--- config.mk ---
export PLATFORM = sky130hd
export DESIGN_NAME = rat_io_hub
export DESIGN_NICKNAME = d
export VERILOG_FILES = /design/src/rtl/rat_io_hub.sv
export SDC_FILE = /design/constraint.sdc
export NUM_CORES = 1
export LEC_CHECK = 0
export CAP_MARGIN = 10
export CORE_ASPECT_RATIO = 1.4
export CORE_MARGIN = 10
export CORE_UTILIZATION = 50
export DETAILED_ROUTE_END_ITERATION = 12
export DONT_BUFFER_PORTS = 1
export PLACE_DENSITY_LB_ADDON = 0.2
export SYNTH_ARGS = -nofsm -noshare
export SYNTH_HDL_FRONTEND = slang
export SYNTH_SLANG_ARGS = --single-unit
--- constraint.sdc ---
create_clock -name CLK -period 4.1 [get_ports CLK]
set_input_delay 0.615 -clock CLK [delete_from_list [all_inputs] [get_ports CLK]]
set_output_delay 0.615 -clock CLK [all_outputs]
set_load 0.05 [all_outputs]
--- src/rtl/rat_io_hub.sv ---
// rat_io_hub
//   Parametrised port-I/O hub between the RAT MCU port bus and its peripherals.
//   It provides NUM_OUT write registers, NUM_IN synchronised input ports and a
//   NUM_IRQ-source interrupt controller. The interrupt controller does edge
//   capture and has a mask register and a write-1-to-clear pending register.
//
// Ports
//   CLK        in   1          MCU clock
//   RESET      in   1          asynchronous, active-high reset
//   PORT_ID    in   8          MCU port address
//   OUT_PORT   in   8          MCU write data
//   IO_STRB    in   1          write strobe (level, one write per high cycle)
//   IN_PORT    out  8          read data, combinational from PORT_ID
//   IN_DATA    in   8*NUM_IN   peripheral input bytes (asynchronous)
//   OUT_DATA   out  8*NUM_OUT  output registers
//   OUT_WSTB   out  NUM_OUT    one-cycle pulse per completed write
//   IRQ_SRC    in   NUM_IRQ    interrupt sources (asynchronous, rising edge)
//   INTERRUPT  out  1          registered |(pending & mask)
module rat_io_hub #(
  parameter int         NUM_OUT     = 4,
  parameter int         NUM_IN      = 4,
  parameter int         NUM_IRQ     = 4,
  parameter logic [7:0] OUT_BASE    = 8'h40,
  parameter logic [7:0] IN_BASE     = 8'h20,
  parameter logic [7:0] IRQ_MASK_ID = 8'hF0,
  parameter logic [7:0] IRQ_STAT_ID = 8'hF1
) (
  input  logic                 CLK,
  input  logic                 RESET,
  input  logic [7:0]           PORT_ID,
  input  logic [7:0]           OUT_PORT,
  input  logic                 IO_STRB,
  output logic [7:0]           IN_PORT,
  input  logic [8*NUM_IN-1:0]  IN_DATA,
  output logic [8*NUM_OUT-1:0] OUT_DATA,
  output logic [NUM_OUT-1:0]   OUT_WSTB,
  input  logic [NUM_IRQ-1:0]   IRQ_SRC,
  output logic                 INTERRUPT
);

  localparam int OUT_LO = int'(OUT_BASE);
  localparam int OUT_HI = OUT_LO + NUM_OUT - 1;
  localparam int IN_LO  = int'(IN_BASE);
  localparam int IN_HI  = IN_LO + NUM_IN - 1;
  localparam int MASK_I = int'(IRQ_MASK_ID);
  localparam int STAT_I = int'(IRQ_STAT_ID);

  function automatic bit ranges_overlap(input int a_lo, input int a_hi,
                                        input int b_lo, input int b_hi);
    return (a_lo <= b_hi) && (b_lo <= a_hi);
  endfunction

  // Configuration sanity checks, evaluated at elaboration time.
  if (NUM_OUT < 1 || NUM_OUT > 16) begin : g_bad_num_out
    $error("rat_io_hub: NUM_OUT must be 1..16");
  end
  if (NUM_IN < 1 || NUM_IN > 16) begin : g_bad_num_in
    $error("rat_io_hub: NUM_IN must be 1..16");
  end
  if (NUM_IRQ < 1 || NUM_IRQ > 8) begin : g_bad_num_irq
    $error("rat_io_hub: NUM_IRQ must be 1..8");
  end
  if (OUT_HI > 255 || IN_HI > 255) begin : g_bad_id_range
    $error("rat_io_hub: port ID range exceeds 8'hFF");
  end
  if (ranges_overlap(OUT_LO, OUT_HI, IN_LO, IN_HI) ||
      ranges_overlap(OUT_LO, OUT_HI, MASK_I, MASK_I) ||
      ranges_overlap(OUT_LO, OUT_HI, STAT_I, STAT_I) ||
      ranges_overlap(IN_LO, IN_HI, MASK_I, MASK_I) ||
      ranges_overlap(IN_LO, IN_HI, STAT_I, STAT_I) ||
      (MASK_I == STAT_I)) begin : g_bad_overlap
    $error("rat_io_hub: port ID ranges overlap");
  end

  logic [NUM_OUT-1:0]  out_hit;
  logic [NUM_IN-1:0]   in_hit;
  logic                mask_hit;
  logic                stat_hit;
  logic [8*NUM_IN-1:0] in_meta;
  logic [8*NUM_IN-1:0] in_sync;
  logic [NUM_IRQ-1:0]  irq_meta;
  logic [NUM_IRQ-1:0]  irq_sync;
  logic [NUM_IRQ-1:0]  irq_prev;
  logic [NUM_IRQ-1:0]  irq_edge;
  logic [NUM_IRQ-1:0]  irq_clear;
  logic [NUM_IRQ-1:0]  irq_mask;
  logic [NUM_IRQ-1:0]  irq_pend;

  // Address decode only; writes additionally qualify with IO_STRB.
  always_comb begin
    out_hit = '0;
    in_hit  = '0;
    for (int k = 0; k < NUM_OUT; k++) out_hit[k] = (PORT_ID == 8'(OUT_LO + k));
    for (int k = 0; k < NUM_IN; k++)  in_hit[k]  = (PORT_ID == 8'(IN_LO + k));
  end

  assign mask_hit  = (PORT_ID == IRQ_MASK_ID);
  assign stat_hit  = (PORT_ID == IRQ_STAT_ID);
  assign irq_clear = (IO_STRB && stat_hit) ? OUT_PORT[NUM_IRQ-1:0] : '0;
  assign irq_edge  = irq_sync & ~irq_prev;

  always_ff @(posedge CLK or posedge RESET) begin
    if (RESET) begin
      OUT_DATA <= '0;
      OUT_WSTB <= '0;
    end else begin
      OUT_WSTB <= IO_STRB ? out_hit : '0;
      for (int k = 0; k < NUM_OUT; k++) begin
        if (IO_STRB && out_hit[k]) OUT_DATA[8*k +: 8] <= OUT_PORT;
      end
    end
  end

  // Per-bit two-flop synchronisers; peripherals hold bytes stable long enough
  // that no multi-bit coherency logic is needed.
  always_ff @(posedge CLK or posedge RESET) begin
    if (RESET) begin
      in_meta  <= '0;
      in_sync  <= '0;
      irq_meta <= '0;
      irq_sync <= '0;
      irq_prev <= '0;
    end else begin
      in_meta  <= IN_DATA;
      in_sync  <= in_meta;
      irq_meta <= IRQ_SRC;
      irq_sync <= irq_meta;
      irq_prev <= irq_sync;
    end
  end

  // A new edge is OR-ed in after the clear so a simultaneous event is kept.
  // INTERRUPT uses the pre-update pending/mask, giving a one-edge lag.
  always_ff @(posedge CLK or posedge RESET) begin
    if (RESET) begin
      irq_mask  <= '0;
      irq_pend  <= '0;
      INTERRUPT <= 1'b0;
    end else begin
      irq_pend  <= (irq_pend & ~irq_clear) | irq_edge;
      INTERRUPT <= |(irq_pend & irq_mask);
      if (IO_STRB && mask_hit) irq_mask <= OUT_PORT[NUM_IRQ-1:0];
    end
  end

  // Read mux; the ID ranges are disjoint, so at most one source matches.
  always_comb begin
    IN_PORT = 8'h00;
    for (int k = 0; k < NUM_IN; k++) begin
      if (in_hit[k]) IN_PORT = in_sync[8*k +: 8];
    end
    for (int k = 0; k < NUM_OUT; k++) begin
      if (out_hit[k]) IN_PORT = OUT_DATA[8*k +: 8];
    end
    if (mask_hit) IN_PORT[NUM_IRQ-1:0] = irq_mask;
    if (stat_hit) IN_PORT[NUM_IRQ-1:0] = irq_pend;
  end

endmodule

Word-level counts from Yosys, hierarchy flattened
Cells that the tools add are included.
{"block": "totals", "memories": 0, "ff_bits": 121, "ramBits": 0, "output_inout_bits": 45, "inputBits": 55, "latch_bits": 0, "word_cells": 48, "mem_bits_ro": 0}
{"block": "classes", "mul": 0, "add_sub_neg": 0, "shifts": 0, "n_div": 0, "bitwise": 6, "magnitude_cmp": 0, "mux": 12, "reduce_logical": 7, "eq_ne": 10}
{"cell": "two-way mux 8 bit", "count": 8}
{"cell": "== test 8 x 6 -> 1 bit (second input constant)", "count": 4}
{"cell": "== test 8 x 7 -> 1 bit (second input constant)", "count": 4}
{"cell": "== test 8 bit (second input constant)", "count": 2}
{"cell": "two-way mux 4 bit", "count": 4}
{"cell": "bitwise AND 4 bit", "count": 3}
{"cell": "NOT 4 bit", "count": 2}
{"cell": "logical AND 1 bit", "count": 6}
{"cell": "bitwise OR 4 bit", "count": 1}
{"cell": "OR reduction 4 bit", "count": 1}

Depth between registers and ports, before layout
{"block": "depth", "depth_word": 11, "ltp_mapped": 7, "mapped_depth_nobuf": 4}

Least setup slack after synthesis
Ideal clock, no wire load.
{"block": "synth_timing", "path_kind": "in2out", "startpoint": "input port PORT_ID[4]", "endpoint": "output port IN_PORT[0]", "required_time_ps": 3485, "path_slack_ps": 897, "arrival_time_ps": 2588, "path_buffers": 1, "path_stages": 5, "path_cell_list": "or4b_1 -> clkbuf_1 -> nor2_1 -> a222oi_1 -> o21ai_0"}
{"block": "synth_via", "elab_chain_len": 11, "word_cells_on_any_way": 20, "classes_between": "eq/ne: 10; mux: 10"}
{"element": "from (decl)", "line": "30", "text": "input logic [7:0] PORT_ID,"}
{"element": "== test 8 x 6 -> 1 bit", "line": "94", "text": "for (int k = 0; k < NUM_IN; k++) in_hit[k] = (PORT_ID == 8'(IN_LO + k));"}
{"element": "two-way mux 8 bit (4 in series)", "line": "150", "text": "if (in_hit[k]) IN_PORT = in_sync[8*k +: 8];"}
{"element": "two-way mux 8 bit (4 in series)", "line": "153", "text": "if (out_hit[k]) IN_PORT = OUT_DATA[8*k +: 8];"}
{"element": "two-way mux 4 bit", "line": "155", "text": "if (mask_hit) IN_PORT[NUM_IRQ-1:0] = irq_mask;"}
{"element": "two-way mux 4 bit *", "line": "156", "text": "if (stat_hit) IN_PORT[NUM_IRQ-1:0] = irq_pend;"}
{"element": "to (decl)", "line": "33", "text": "output logic [7:0] IN_PORT,"}
Every way passes the cells marked *; elsewhere a longest branch is shown, timed or not.

Final worst setup path
{"block": "layout_timing", "startpoint": "register OUT_DATA[5]", "endpoint": "output port IN_PORT[5]"}
{"block": "layout_via", "elab_chain_len": 4}
{"element": "from (decl)", "line": "35", "text": "output logic [8*NUM_OUT-1:0] OUT_DATA,"}
{"element": "from (signal assigned)", "line": "104", "text": "OUT_DATA <= '0;"}
{"element": "from (signal, indexed assignment)", "line": "109", "text": "if (IO_STRB && out_hit[k]) OUT_DATA[8*k +: 8] <= OUT_PORT;"}
{"element": "two-way mux 8 bit (4 in series)", "line": "153"}
No other way between the ends.

==> flow_metrics.tcl <==
set metrics [dict create \
    outcome "finished, final reports clean" \
    critPathTopFamily "compound AO/OA/AOI/OAI gates" \
    cp_max_fo 3 \
    wl_mm 9.96 \
    placed_area_um2 4590 \
    fin_area_um2 5200 \
    power-per-cell-area_nw_per_um2 564 \
    netlist_area_um2 4440 \
    synth-seq-cells 121 \
    place.gp.congestion 0.814 \
    rows 40 \
    clock_latency_ns 0.40 \
    max-slew-margin-rel 0.482 \
    cts_resized 0 \
    timing.final.crit_share 0.737 \
    yosys_warnings 0 \
    rsz0062_at_grt "no" \
    clk_path_buf_depth 2 \
    vias 2515 \
    cts_sinks 121 \
    dieArea_um2 13100 \
    vias_per_cell 5.82 \
    cts_max_level 4 \
    place_hpwl_mm 6.94 \
    cpPeakStageDelay_ns 0.67 \
    crit_arrival_ns 2.41 \
    boundaryPins 100 \
    nFillCells 653 \
    required_ns 3.48 \
    antenna_found_initial 1 \
    hold_buffers 0 \
    synth_nets 354 \
    die_w_um 99.7 \
    synthArstFlopShare 1.00 \
    clock.fmax_mhz 331 \
    synth_edf_count 0 \
    pre_cts_ws_ns 1.14 \
    setup_viol 0 \
    endpoint_kind "output port" \
    start_util 0.516 \
    critPathBufInv 0 \
    maxSlewViolCount 0 \
    worst_pin_slew_ns 0.773 \
    area_growth_pct 17.1 \
    drv_cap 0 \
    ant_nets 0 \
    hold_violations 0 \
    syn_avg_cell_area_um2 14.9 \
    cts_buffers 17 \
    ff2ff_path_depth 1 \
    fin_skew_ns 0.00474 \
    crit_path_start_kind "flop" \
    yosysSeqAreaShare 0.682 \
    drt_iter0_drc 162 \
    nets 368 \
    drtPass1Iterations 4 \
    grt_max_degree 52 \
    core-area_um2 8610 \
    ys.flop_type "dfrtp_1" \
    grt_overflow 0 \
    track_usage 0.153 \
    multiInputGateArea_um2 1330 \
    post-route-drc-count 0 \
    grt_pass1_vias 2690 \
    io_buffers 0 \
    grt_pass1_wl_mm 15.4 \
    worstSetupPathType "reg2out" \
    layout-drive-gt1-share 0.248 \
    fin_crit_ns 3.02 \
    whs_ns 0.0831 \
    fin_ws_ns 1.08 \
    yosys.cell_types.count 46 \
    ir_drop_mv 0.431 \
    utilization 0.604 \
    syn_inst 299 \
    die_h_um 132 \
    root_buffer "clkbuf_16" \
    clk_pin_slew_ns 0.05 \
    slowest_stage "dfrtp_1" \
    tns_ns 0 \
    worstHoldPathType "in2async" \
    wire_per_inst_um 23.1 \
    cts_setup_buffers 0 \
    tritoncts "done" \
    regArea_um2 3030 \
    worstPathCellList "or3b_2, a211o_1, nand3_1, o211a_1" \
    p_leak_uw 0.00240 \
    path_depth 4 \
]
## report_power, final
group	switching, uW	internal (uW)
Combinational	54.5	40.5
Clock	522	977
Sequential	89.1	1250
## stage by stage
step / power [uW] / cells
after floorplan: 1440 / 299
after global placement: 1460 / 399
after detailed placement: 1460 / 399
after CTS: 2960 / 431
after global routing: 3030 / 432
final: 2930 / 432
## area by class of cell
class,count,area share
antenna,1,0.000481
clock buffer,19,0.0851
timing repair buffer,9,0.0130
sequential,121,0.582
tap,105,0.0253
multi-input combinational,157,0.256
inverter,7,0.00553
clock inverter,13,0.0327
## cell usage in the layout (no fill, tap or decap), drive strengths merged, types with 4 or more instances in the layout
cell,count
nor2,6
clkinv,5
mux2i,8
nand4,4
o2bb2ai,4
o211a,4
a22oi,5
o22ai,11
inv,9
o21ai,8
nand3,8
mux4,4
buf,9
nand2,10
dfrtp,121
mux2,39
clkbuf,19
a22o,4
## worst paths after layout
check                        startpoint           end  slack (ns)
max                         OUT_DATA[5]    IN_PORT[5]        1.08
max reg2reg                OUT_DATA[17]  OUT_DATA[17]        2.99
max in group asynchronous         RESET   in_sync[15]        3.07
min reg2reg                 in_meta[14]   in_sync[14]        0.35
min                               RESET   irq_meta[3]        0.08
min in group CLK             IRQ_SRC[1]   irq_meta[1]        0.24
## flip-flops by register name, summed over array words and instances (netlist names)
register and count:
OUT_DATA 32, in_meta 32, in_sync 32, OUT_WSTB 4, irq_mask 4, irq_meta 4
irq_pend 4, irq_prev 4, irq_sync 4, INTERRUPT 1
## synth_stat cells (5+ instances only)
cell type / number / area [um^2]
clkbuf_1: 7 / 26.3
mux2i_1: 8 / 80.1
o22ai_1: 11 / 68.8
nand3_1: 8 / 40.0
mux2_2: 31 / 349
nor2_1: 6 / 22.5
inv_1: 7 / 26.3
dfrtp_1: 121 / 3030
mux2_1: 8 / 90.1
o21ai_0: 8 / 40.0
nand2_1: 10 / 37.5
a22oi_1: 5 / 37.5
## per-layer routing
metal	track usage	routed length, um	vias to the layer above	share of wire
met3	0.0803	795	10	0.080
met5	0	0	-	0
met2	0.254	5190	91	0.52
met1	0.161	3820	1278	0.38
met4	0.0535	160	0	0.016
li1	-	-	1136	-
## cell families after synthesis
| group | after synthesis | synth area share |
|---|---|---|
| mux | 51 | 0.137 |
| flops | 121 | 0.682 |
| compound gates | 57 | 0.0944 |
| simple gates | 49 | 0.0682 |
| buf+inv | 21 | 0.0186 |
Power figures use the tool's default switching activity.
